<file path="src/rtl/pe_chain_driver.sv">
// Weight loader, sample streamer and result FIFO for a linear systolic PE chain.
// Define PE_DRV_BIAS_EN to load a bias word after the weights and drive it on PE_SUMIN in RUN.
module pe_chain_driver #(
  parameter int unsigned N      = 4,
  parameter int unsigned LAT    = 9,
  parameter int unsigned RDEPTH = 16
) (
  input  logic        CLK,
  input  logic        RST,
  input  logic        W_VALID,
  output logic        W_READY,
  input  logic [17:0] W_DATA,
  input  logic        S_VALID,
  output logic        S_READY,
  input  logic [17:0] S_DATA,
  output logic        R_VALID,
  input  logic        R_READY,
  output logic [17:0] R_DATA,
  output logic [17:0] PE_DIN,
  output logic        PE_WE,
  output logic [17:0] PE_SUMIN,
  input  logic [17:0] PE_SUMO
);

  localparam int unsigned DW = 18;
  localparam int unsigned AW = $clog2(RDEPTH);
  localparam int unsigned CW = AW + 1;
`ifdef PE_DRV_BIAS_EN
  localparam int unsigned NW = N + 1;
`else
  localparam int unsigned NW = N;
`endif
  localparam int unsigned WCW = $clog2(NW + 1);
  localparam int unsigned FCW = $clog2(LAT + 1);

  typedef enum logic [2:0] {StLoad, StCommit, StFlush, StRun, StDrain} state_e;

  state_e           state_q, state_d;
  logic [WCW-1:0]   wcnt_q, wcnt_d;
  logic [FCW-1:0]   fcnt_q, fcnt_d;
  logic [LAT-1:0]   vpipe_q, vpipe_d;
  logic [DW-1:0]    pe_din_q, pe_din_d;
  logic             pe_we_q, pe_we_d;
  logic [DW-1:0]    mem_q [RDEPTH];
  logic [AW-1:0]    rd_ptr_q, rd_ptr_d, wr_ptr_q, wr_ptr_d;
  logic [CW-1:0]    count_q, count_d;
  logic [DW-1:0]    r_data_q, r_data_d;
  logic             w_acc, s_acc, push, pop;
  logic [31:0]      pending;
`ifdef PE_DRV_BIAS_EN
  logic [DW-1:0]    bias_q, bias_d;
  logic [DW-1:0]    pe_sumin_q, pe_sumin_d;
`endif

  // Every sample still in the pipe owns a FIFO slot, so a push can never overflow.
  always_comb begin
    pending = 32'(count_q) + 32'($countones(vpipe_q));
    W_READY = RST && (state_q == StLoad);
    S_READY = RST && (state_q == StRun) && (pending < RDEPTH) && !W_VALID;
    R_VALID = (count_q != '0);
    w_acc   = W_VALID && W_READY;
    s_acc   = S_VALID && S_READY;
    push    = vpipe_q[LAT-1];
    pop     = R_VALID && R_READY;
  end

  always_comb begin
    state_d  = state_q;
    wcnt_d   = wcnt_q;
    fcnt_d   = fcnt_q;
    pe_din_d = pe_din_q;
    pe_we_d  = 1'b0;
    vpipe_d  = vpipe_q << 1;
    vpipe_d[0] = s_acc;
`ifdef PE_DRV_BIAS_EN
    bias_d   = bias_q;
`endif
    unique case (state_q)
      StLoad: begin
        if (w_acc) begin
`ifdef PE_DRV_BIAS_EN
          if (wcnt_q < WCW'(N)) pe_din_d = W_DATA;
          else                  bias_d   = W_DATA;
`else
          pe_din_d = W_DATA;
`endif
          wcnt_d = wcnt_q + 1'b1;
          if (wcnt_q == WCW'(NW - 1)) begin
            state_d = StCommit;
            wcnt_d  = '0;
            pe_we_d = 1'b1;
          end
        end
      end
      StCommit: begin
        state_d  = StFlush;
        fcnt_d   = '0;
        pe_din_d = '0;
      end
      StFlush: begin
        pe_din_d = '0;
        if (fcnt_q == FCW'(LAT - 1)) state_d = StRun;
        else                         fcnt_d  = fcnt_q + 1'b1;
      end
      StRun: begin
        pe_din_d = s_acc ? S_DATA : '0;
        if (W_VALID) state_d = StDrain;
      end
      StDrain: begin
        pe_din_d = '0;
        if (vpipe_q == '0) state_d = StLoad;
      end
      default: state_d = StLoad;
    endcase
`ifdef PE_DRV_BIAS_EN
    pe_sumin_d = (state_d == StRun) ? bias_d : '0;
`endif
  end

  // R_DATA is a registered copy of the head that tracks this cycle's push/pop.
  always_comb begin
    rd_ptr_d = rd_ptr_q + AW'(pop);
    wr_ptr_d = wr_ptr_q + AW'(push);
    count_d  = count_q + CW'(push) - CW'(pop);
    r_data_d = r_data_q;
    if (pop) begin
      if (count_q > CW'(1))   r_data_d = mem_q[rd_ptr_d];
      else if (push)          r_data_d = PE_SUMO;
    end else if (count_q == '0 && push) begin
      r_data_d = PE_SUMO;
    end
  end

  always_ff @(posedge CLK) begin
    if (!RST) begin
      state_q  <= StLoad;
      wcnt_q   <= '0;
      fcnt_q   <= '0;
      vpipe_q  <= '0;
      pe_din_q <= '0;
      pe_we_q  <= 1'b0;
      rd_ptr_q <= '0;
      wr_ptr_q <= '0;
      count_q  <= '0;
      r_data_q <= '0;
`ifdef PE_DRV_BIAS_EN
      bias_q     <= '0;
      pe_sumin_q <= '0;
`endif
    end else begin
      state_q  <= state_d;
      wcnt_q   <= wcnt_d;
      fcnt_q   <= fcnt_d;
      vpipe_q  <= vpipe_d;
      pe_din_q <= pe_din_d;
      pe_we_q  <= pe_we_d;
      rd_ptr_q <= rd_ptr_d;
      wr_ptr_q <= wr_ptr_d;
      count_q  <= count_d;
      r_data_q <= r_data_d;
`ifdef PE_DRV_BIAS_EN
      bias_q     <= bias_d;
      pe_sumin_q <= pe_sumin_d;
`endif
    end
  end

  always_ff @(posedge CLK) begin
    if (RST && push) mem_q[wr_ptr_q] <= PE_SUMO;
  end

  assign PE_DIN = pe_din_q;
  assign PE_WE  = pe_we_q;
  assign R_DATA = r_data_q;
`ifdef PE_DRV_BIAS_EN
  assign PE_SUMIN = pe_sumin_q;
`else
  assign PE_SUMIN = '0;
`endif

endmodule
</file>
<file path="config.mk">
export PLATFORM = sky130hd
export DESIGN_NAME = pe_chain_driver
export DESIGN_NICKNAME = d
export VERILOG_FILES = /design/src/rtl/pe_chain_driver.sv
export SDC_FILE = /design/constraint.sdc
export NUM_CORES = 1
export LEC_CHECK = 0
export ABC_AREA = 1
export CORE_ASPECT_RATIO = 2
export CORE_MARGIN = 2
export CORE_UTILIZATION = 53
export DETAILED_ROUTE_END_ITERATION = 8
export HOLD_SLACK_MARGIN = 0.12
export PLACE_DENSITY = 0.72
export SLEW_MARGIN = 20
export SYNTH_ARGS = -nofsm -noshare
export SYNTH_HDL_FRONTEND = slang
export SYNTH_SLANG_ARGS = --single-unit
</file>
<file path="constraint.sdc">
create_clock -name CLK -period 3 [get_ports CLK]
set_input_delay 0.45 -clock CLK [delete_from_list [all_inputs] [get_ports CLK]]
set_output_delay 0.45 -clock CLK [all_outputs]
set_load 0.05 [all_outputs]
</file>
==> results.py, run 1 <==
metrics = {
    "clocking": {
        "htree_levels": 1,
        "path_clk_slew_ps": 70,
        "cts_buffer_depth": 3,
        "root_buffer": "clkbuf_16",
        "clk_latency_ps": 570,
        "holdBufCountCts": 0,
        "clock-sinks": 357,
        "cts_buffers": 30,
        "cts_tree": "built",
    },
    "logic_synthesis": {
        "synthFlopType": "edfxtp_1",
        "synth_area_leaders": "edfxtp_1, nand2_1, dfxtp_1",
        "synth_edf_count": 288,
        "netlist_area_um2": 15800,
        "yosysWarnings": 0,
        "synth_seq_cells": 357,
        "syn_area_per_cell_um2": 9.58,
        "ys_seq_area_frac": 0.637,
        "synth_top_cell_area_share": 0.549,
        "syn_inst": 1645,
        "yosysTopAreaCell": "edfxtp_1",
        "synthTopCellsByCount": "nand2_1, edfxtp_1, inv_1, nand3_1, a21oi_1",
        "synthArstFlopShare": 0,
        "yosysMostFrequentCell": "nand2_1",
        "yosysUniqueCellTypes": 36,
    },
    "sta": {
        "fin_worst_skew_ps": 14.9,
        "finalHoldViolations": 0,
        "tns_ps": -12570,
        "setup_violations": 20,
        "finalMaxSlewViolations": 0,
        "fmax_mhz": 267,
        "whs_ps": 466,
        "rsz0062_at_grt": "yes",
        "period_needed_ps": 3740,
        "slew_headroom": 0.403,
        "setup_ws_ps": -739,
        "finalCritPeriodShare": 1.25,
        "worst_slew_pin_slew_ps": 890,
    },
    "min_path": {
        "hold_path_class": "reg2reg",
    },
    "routing": {
        "vias": 11590,
        "drt-total-wl_um": 39000,
        "first_iter_violations": 901,
        "dr.pass1.iters": 5,
        "drc": 0,
        "viasPerCell": 5.34,
        "drtAntennaViolNets": 0,
        "avgRoutedWirePerCell_um": 18.0,
    },
    "floorplan": {
        "fp.dieArea_um2": 31200,
        "rows": 89,
        "io_pins": 117,
        "start_util": 0.536,
        "core_um2": 29400,
        "die_x_um": 126,
        "die_height_um": 248,
    },
    "critical_path": {
        "path_class": "reg2out",
        "cp_data_arrival_time_ps": 3290,
        "cp-start-kind": "flop",
        "crit_path_end_kind": "output port",
        "required_ps": 2550,
        "cp_max_fo": 2,
    },
    "final_layout": {
        "final_nets": 1867,
        "n_antenna_cell": 0,
        "fin_util": 0.641,
        "nFillCells": 2333,
        "drive_above_1_share": 0.102,
        "area_growth_pct": 19.5,
        "final_cells": 2169,
    },
    "grt": {
        "grt-ovfl-total": 0,
        "grt_pass1_vias": 11721,
        "grt_pass1_wl_um": 60100,
        "antenna_found_initial": 0,
        "grt_max_degree": 71,
        "grt_usage": 0.247,
    },
    "outcome": {
        "status": "finished, violations left",
        "violations": "negative setup slack",
    },
    "place": {
        "port_buffers": 98,
        "hpwlAfterDp_um": 24000,
        "dp.cells": 2103,
        "gp_congestion": 0.831,
    },
    "pwr": {
        "peakVddDrop_uv": 563,
        "pwr_density_cell_nw_per_um2": 795,
        "leakage_nw": 7.97,
    },
    "flow_run": {
        "max_cap_violations": 0,
    },
}
## path summary, 6_finish.rpt
check                                               end  depth (start not counted)  slack (ps)                    start
worst max-delay path                            S_READY                         13        -740    vpipe_q[5]$_SDFF_PN0_
worst min-delay path            R_DATA[16]$_SDFFE_PN0P_                          2         470  R_DATA[16]$_SDFFE_PN0P_
worst max register to register   PE_DIN[6]$_SDFFE_PN0P_                         21        -660    vpipe_q[5]$_SDFF_PN0_
worst min register to register  R_DATA[16]$_SDFFE_PN0P_                          2         470  R_DATA[16]$_SDFFE_PN0P_
## metal layers
layer,routed length [um],up-vias,GRT usage
met5,0,-,0
met1,13800,5499,0.270
met3,2460,103,0.0356
met2,21000,443,0.468
met4,1720,0,0.111
li1,-,5545,-
## cells by family (layout without fill, tap and decap cells)
family | after synthesis | count (layout) | share of synthesized area
flops | 357 | 357 | 0.637
other cells | 1 | 18 | 0.000238
simple gates | 807 | 807 | 0.211
compound gates | 117 | 117 | 0.0382
fa+ha+maj | 27 | 27 | 0.0243
buf+inv | 332 | 475 | 0.0851
xor+xnor | 4 | 4 | 0.00437
## state kept, by name, indices dropped and copies added, names as in the netlist, 3 cells and up
register,flops
mem_q,288
PE_DIN,18
R_DATA,18
vpipe_q,9
count_q,5
fcnt_q,4
rd_ptr_q,4
wr_ptr_q,4
state_q,3
wcnt_q,3
## final cells by class
class,count,area [um^2],share of cell area
clock buffer,37,798,0.0424
inverter,241,916,0.0486
timing repair buffer,178,1820,0.0968
sequential,357,10000,0.533
tap,364,455,0.0242
multi-input combinational,973,4640,0.247
clock inverter,19,164,0.00870
## report_power, final
part / total (mW) / switching, mW / internal (mW)
registers: 5.58 / 0.0985 / 5.48
clock network: 3.84 / 1.70 / 2.14
logic: 5.55 / 3.69 / 1.87
## critical path: stages, from the launching register on
cell	delay, ps
dfxtp_2	330
fa_1	560
inv_2	50
fa_2	530
inv_2	40
fa_2	350
ha_4	270
nand3_2	40
nand2_1	60
a21o_1	120
nand2_2	60
nand2_4	70
clkinvlp_4	90
buf_12	150
## cell usage in the layout (no fill, tap or decap), types with 5 or more instances in the layout
cell type,count
inv_2,5
buf_6,9
clkinv_1,9
nor2_1,41
a21oi_2,14
conb_1,18
buf_12,14
inv_1,232
o21ai_1,7
nand2_1,523
nor2_2,18
edfxtp_1,288
buf_4,57
clkinv_2,6
clkdlybuf4s50_1,96
o21ai_0,19
clkbuf_16,32
dfxtp_1,67
a21oi_1,70
nand3_1,210
clkbuf_1,6
ha_1,18
## timing repair
| item | in CTS | in global routing |
|---|---|---|
| setup buffers | 7 | 3 |
| cloned | 1 | 1 |
| gates resized for setup | 13 | 26 |
| endpoints found under the setup margin | 20 | 38 |
| pin swaps | 4 | 3 |
## stage by stage
step / total power [mW] / setup WS (ps) / instance area (um^2)
CTS: 14.9 / -773 / 18700
detailed placement: 11.1 / -218 / 17600
global placement: 11.0 / -165 / 17600
global route: 15.8 / -856 / 18800
finish: 15.0 / -739 / 18800
floorplan: 9.33 / -89.3 / 15800
Note: power is estimated with default switching activity, not from simulation.
==> inputs of run 2 (changes only) <==
--- a/config.mk
+++ b/config.mk
@@ -6,12 +6,14 @@
 export NUM_CORES = 1
 export LEC_CHECK = 0
 export ABC_AREA = 1
+export CAP_MARGIN = 20
 export CORE_ASPECT_RATIO = 2
 export CORE_MARGIN = 2
 export CORE_UTILIZATION = 53
 export DETAILED_ROUTE_END_ITERATION = 8
+export GPL_ROUTABILITY_DRIVEN = 0
 export HOLD_SLACK_MARGIN = 0.12
-export PLACE_DENSITY = 0.72
+export PLACE_DENSITY = 0.73
 export SLEW_MARGIN = 20
 export SYNTH_ARGS = -nofsm -noshare
 export SYNTH_HDL_FRONTEND = slang
==> run 2 against run 1 <==
  * The flow still finishes with violations (negative setup slack)
  * Global-route usage increased by 0.23 points
  * Core utilization is 0.43 points higher
  * Power is 2.9% higher
  * Via count rose by 1.3%
  * Setup slack better by 8.6 ps
  * Final cell count shrank 0.37%
  * Fmax rose by 0.23%
  * Wire length increased by 1.1%
  * Hold slack worse by 11 ps
  * Critical path depth is the same
  * Clock skew is 4.8 ps lower
  * Critical endpoint unchanged
  * Largest cell class unchanged
  * Highest routed layer unchanged
==> results.py, run 2 (synthesized netlist as in run 1, its figures left out) <==
metrics = {
    "outcome": {
        "status": "finished, violations left",
        "violations": "negative setup slack",
    },
    "floorplan": {
        "die_height_um": 248,
        "rows": 89,
        "fp.dieArea_um2": 31200,
        "die_x_um": 126,
        "core_um2": 29400,
        "start_util": 0.536,
        "io_pins": 117,
    },
    "sta": {
        "finalHoldViolations": 0,
        "slew_headroom": 0.388,
        "period_needed_ps": 3730,
        "fmax_mhz": 268,
        "setup_violations": 19,
        "whs_ps": 456,
        "finalCritPeriodShare": 1.24,
        "rsz0062_at_grt": "yes",
        "fin_worst_skew_ps": 10.1,
        "worst_slew_pin_slew_ps": 912,
        "setup_ws_ps": -731,
        "tns_ps": -3630,
        "finalMaxSlewViolations": 0,
    },
    "critical_path": {
        "path_class": "reg2out",
        "critical-path-top-delay-family": "adder cells",
        "required_ps": 2550,
        "timing.rr.start": "vpipe_q[7]$_SDFF_PN0_",
        "crit_chain": "fa_1 -> inv_2 -> fa_2 -> inv_2 -> fa_2 -> ha_4 -> nand3_2 -> nand2_1 -> a21o_1 -> nand2_1 -> nand2_2 -> clkinvlp_4 -> buf_12",
        "cp_data_arrival_time_ps": 3280,
        "timing.rr.end": "PE_DIN[16]$_SDFFE_PN0P_",
        "r2r_setup_slack_ps": -240,
        "crit_path_end_kind": "output port",
        "cp_max_fo": 2,
        "reg2regPathDepth": 17,
        "critPathBufInv": 4,
        "slowest_stage": "fa_1",
        "cp-start-kind": "flop",
        "slowest_delay_ps": 550,
    },
    "routing": {
        "drc": 0,
        "first_iter_violations": 1058,
        "drtAntennaViolNets": 0,
        "avgRoutedWirePerCell_um": 18.2,
        "drt-total-wl_um": 39400,
        "viasPerCell": 5.43,
        "vias": 11743,
        "dr.pass1.iters": 7,
    },
    "final_layout": {
        "final_cells": 2161,
        "largest_register": "mem_q",
        "final_nets": 1859,
        "drive_above_1_share": 0.102,
        "area_growth_pct": 20.3,
        "final_cell_mix": "nand2_1, edfxtp_1, inv_1",
        "nFillCells": 2255,
        "n_antenna_cell": 0,
        "final_common_cell": "nand2_1",
        "largest_reg_flops": 288,
    },
    "clocking": {
        "root_buffer": "clkbuf_16",
        "clk_latency_ps": 560,
        "clock-sinks": 357,
        "path_clk_slew_ps": 70,
        "cts_buffers": 30,
        "holdBufCountCts": 0,
        "cts_tree": "built",
        "cts_buffer_depth": 3,
        "htree_levels": 1,
    },
    "grt": {
        "grt-ovfl-total": 0,
        "grt_max_degree": 70,
        "grt_pass1_wl_um": 60700,
        "grt_pass1_vias": 11781,
        "grt_usage": 0.249,
        "antenna_found_initial": 0,
    },
    "place": {
        "hpwlAfterDp_um": 24300,
        "port_buffers": 98,
        "dp.cells": 2096,
    },
    "flow_run": {
        "max_cap_violations": 0,
    },
    "min_path": {
        "hold_path_class": "reg2reg",
        "min_to": "wcnt_q[2]$_SDFFE_PN0P_",
        "min-delay-start": "wcnt_q[2]$_SDFFE_PN0P_",
        "hold_path_depth": 2,
    },
    "pwr": {
        "peakVddDrop_uv": 623,
        "p_total_mw": 15.4,
        "leakage_nw": 8.04,
        "pwr_density_cell_nw_per_um2": 813,
    },
}
## run 2: changes by cell type in the layout (fill, tap and decap cells not counted), moves of 3 or more
cell / before / now
buf_4: 57 / 45
buf_12: 14 / 20
a21oi_1: 70 / 74
clkinv_2: 6 / 3
nand2_2: 2 / 6
buf_6: 9 / 5
clkinv_1: 9 / 5
clkbuf_8: 0 / 3
nand2_1: 523 / 517
a21oi_2: 14 / 10
## run 2: how the worst max path moves through the flow
stage | startpoint | end | slack [ps] | depth (start not counted)
3_3_place_gp | vpipe_q[0]$_SDFF_PN0_ | S_READY | -180 | 13
4_1_cts | vpipe_q[7]$_SDFF_PN0_ | S_READY | -730 | 13
5_1_grt | vpipe_q[1]$_SDFF_PN0_ | S_READY | -860 | 13
3_5_place_dp | vpipe_q[0]$_SDFF_PN0_ | PE_DIN[17]$_SDFFE_PN0P_ | -240 | 16
6_report | vpipe_q[7]$_SDFF_PN0_ | S_READY | -730 | 13
2_1_floorplan | vpipe_q[0]$_SDFF_PN0_ | S_READY | -90 | 12
## run 2: tightest hold or removal path, stage by stage, from the launching register on
cell	delay, ps
dfxtp_1	320
nand2_1	60
a21oi_1	30
## run 2: area by class of cell
cell class | count | area [um^2] | area share
clock inverters | 14 | 196 | 0.0104
well taps | 364 | 455 | 0.0240
clock buffers | 42 | 847 | 0.0447
inverters | 241 | 916 | 0.0483
repair buffers | 170 | 1860 | 0.0981
flip-flops and latches | 357 | 10000 | 0.529
multi-input cells | 973 | 4650 | 0.245
## run 2: routing by layer
metal / GRT usage / vias to the layer above / part of all wire
met5: 0 / - / 0
met3: 0.0267 / 135 / 0.066
li1: - / 5526 / -
met4: 0.123 / 0 / 0.050
met2: 0.476 / 518 / 0.54
met1: 0.271 / 5564 / 0.34
## run 2: what timing repair did
| item | 4_1_cts | 5_1_grt |
|---|---|---|
| endpoints found under the setup margin | 19 | 38 |
| pin swaps | 12 | 6 |
| gates resized for setup | 33 | 10 |
| setup buffers | 5 | 2 |
| gates cloned | 1 | 2 |
## run 2: stage by stage
| stage | cell area [um^2] | util | worst slack (ps) |
|---|---|---|---|
| after global routing | 19000 | 0.645 | -857 |
| after CTS | 18900 | 0.641 | -735 |
| final | 19000 | 0.645 | -731 |
| after global placement | 17600 | 0.600 | -181 |
| after floorplan | 15800 | - | -89.3 |
| after detailed placement | 17600 | 0.600 | -240 |
## run 2: where the power goes
part | switching [mW] | internal (mW) | leakage, nW | total [mW]
logic | 3.82 | 1.90 | 4.38 | 5.72
registers | 0.0945 | 5.48 | 3.15 | 5.58
clock network | 1.71 | 2.40 | 0.506 | 4.11
==> inputs of run 3 (changes only) <==
==> constraint.sdc (replaced) <==
create_clock -name CLK -period 3 [get_ports CLK]
set_input_delay 0.45 -clock CLK [delete_from_list [all_inputs] [get_ports CLK]]
set_output_delay 0.45 -clock CLK [all_outputs]
set_load 0.01 [all_outputs]
==> run 3 against run 2 <==
  * Core utilization shrank 0.82 points
  * Hold slack got worse by 17 ps
  * Global-route usage is 0.10 points lower
  * Register-to-register slack better by 110 ps
  * Clock-buffer cell count is 4 lower
  * Critical path type unchanged
  * The run still ends with negative setup slack left
  * Setup slack better by 53 ps
  * Final area down 1.3%
  * Clock skew is 23 ps higher
  * Combinational power down 5.2%
  * Final cell count fell by 0.23%
  * Critical path depth is the same
==> results.py, run 3 (synthesized netlist as in run 1, its figures left out) <==
metrics = {
    "grt": {
        "grt_usage": 0.248,
        "grt-ovfl-total": 0,
        "grt_pass1_vias": 11569,
        "grt_pass1_wl_um": 60200,
        "antenna_found_initial": 0,
        "grt_max_degree": 83,
    },
    "clocking": {
        "cts_tree": "built",
        "path_clk_slew_ps": 70,
        "htree_levels": 1,
        "cts_buffer_depth": 3,
        "root_buffer": "clkbuf_16",
        "cts_buffers": 30,
        "clk_latency_ps": 580,
        "clock-sinks": 357,
    },
    "final_layout": {
        "final_cell_mix": "nand2_1, edfxtp_1, inv_1",
        "n_antenna_cell": 0,
        "area_growth_pct": 18.8,
        "fin_util": 0.637,
        "largest_register": "mem_q",
        "stdcell_area_um2": 18700,
        "final_nets": 1854,
        "final_common_cell": "nand2_1",
        "largest_reg_flops": 288,
        "drive_above_1_share": 0.0993,
    },
    "place": {
        "hpwlAfterDp_um": 23900,
        "port_buffers": 98,
        "dpl_cell_area_um2": 17600,
        "place_ws_ps": -580,
    },
    "floorplan": {
        "fp.dieArea_um2": 31200,
        "start_util": 0.536,
        "die_height_um": 248,
        "rows": 89,
        "die_x_um": 126,
        "io_pins": 117,
        "core_um2": 29400,
    },
    "critical_path": {
        "cp_max_fo": 2,
        "crit_chain": "fa_1 -> inv_2 -> fa_2 -> inv_2 -> fa_2 -> ha_4 -> nand3_2 -> nand2_1 -> a21o_1 -> nand2_1 -> nand2_2 -> inv_2 -> buf_6",
        "cp-start-kind": "flop",
        "cp_common_cell": "inv_2",
        "slowest_delay_ps": 540,
        "slowest_stage": "fa_1",
        "crit_path_end_kind": "output port",
        "required_ps": 2550,
        "path_class": "reg2out",
        "cp_data_arrival_time_ps": 3230,
    },
    "routing": {
        "avgRoutedWirePerCell_um": 18.5,
        "drt-total-wl_um": 39900,
        "first_iter_violations": 878,
        "wl_met2_um": 21300,
        "top_layer": "met4",
        "dr.pass1.iters": 6,
        "wl_met3_um": 2810,
        "drc": 0,
        "wl_met1_um": 13700,
        "drtAntennaViolNets": 0,
        "vias": 11663,
        "viasPerCell": 5.41,
    },
    "sta": {
        "fin_worst_skew_ps": 32.7,
        "finalCritPeriodShare": 1.23,
        "worst_slew_pin_slew_ps": 877,
        "setup_violations": 19,
        "fmax_mhz": 272,
        "finalHoldViolations": 0,
        "finalMaxSlewViolations": 0,
        "whs_ps": 439,
        "slew_headroom": 0.412,
        "setup_ws_ps": -677,
        "period_needed_ps": 3680,
        "rsz0062_at_grt": "yes",
    },
    "outcome": {
        "violations": "negative setup slack",
        "status": "finished, violations left",
    },
    "flow_run": {
        "max_cap_violations": 0,
    },
    "pwr": {
        "peakVddDrop_uv": 527,
        "leakage_nw": 7.90,
        "pwr_density_cell_nw_per_um2": 793,
        "p_total_mw": 14.8,
    },
    "min_path": {
        "hold_path_class": "reg2reg",
    },
}
[run 3: critical path, delay by kind of cell (launching register included)]
kind            cells  cell delay [ps]
compound gates      1              110
fa+ha+maj           4             1720
buf+inv             4              230
flops               1              330
simple gates        4              250
[run 3: layout make-up]
type                       instances  area (um^2)
clock buffer                      38          791
clock inverter                    18          171
fill                            2339        10700
inverter                         241          910
multi-input combinational        973         4620
sequential                       357        10000
tap                              364          455
timing repair buffer             165         1730
[run 3: power breakdown]
group / leakage, nW / total [mW] / internal (mW) / switching (mW)
combinational: 4.28 / 5.42 / 1.95 / 3.47
sequential: 3.15 / 5.58 / 5.48 / 0.0928
clock: 0.466 / 3.85 / 2.06 / 1.79
total: 7.90 / 14.8 / 9.49 / 5.36
[run 3: routing by layer]
| metal | vias to the layer above | global-route usage |
|---|---|---|
| li1 | 5518 | - |
| met1 | 5514 | 0.269 |
| met2 | 508 | 0.468 |
| met3 | 123 | 0.0338 |
| met4 | 0 | 0.124 |
| met5 | - | 0 |
[run 3: path summary, 6_finish.rpt]
check	from	endpoint	slack, ps	depth (start not counted)
setup reg to reg	vpipe_q[3]$_SDFF_PN0_	PE_DIN[15]$_SDFFE_PN0P_	-130	16
hold reg to reg	wcnt_q[2]$_SDFFE_PN0P_	wcnt_q[2]$_SDFFE_PN0P_	440	2
hold / removal	wcnt_q[2]$_SDFFE_PN0P_	wcnt_q[2]$_SDFFE_PN0P_	440	2
setup / recovery	vpipe_q[3]$_SDFF_PN0_	S_READY	-680	13
[run 3: stage by stage]
stage	cells	setup TNS, ps
6_report	2156	-2710
4_1_cts	2153	-2440
3_3_place_gp	2095	-1030
5_1_grt	2156	-5690
2_1_floorplan	1662	0
3_5_place_dp	2096	-2200
[run 3: what timing repair did]
item | 4_1_cts | 5_1_grt
pin swaps | 8 | 8
resized for setup | 19 | 21
buffers inserted | 1 | 0
hold buffers | 0 | 0
cloned | 0 | 3
endpoints found under the setup margin | 19 | 31
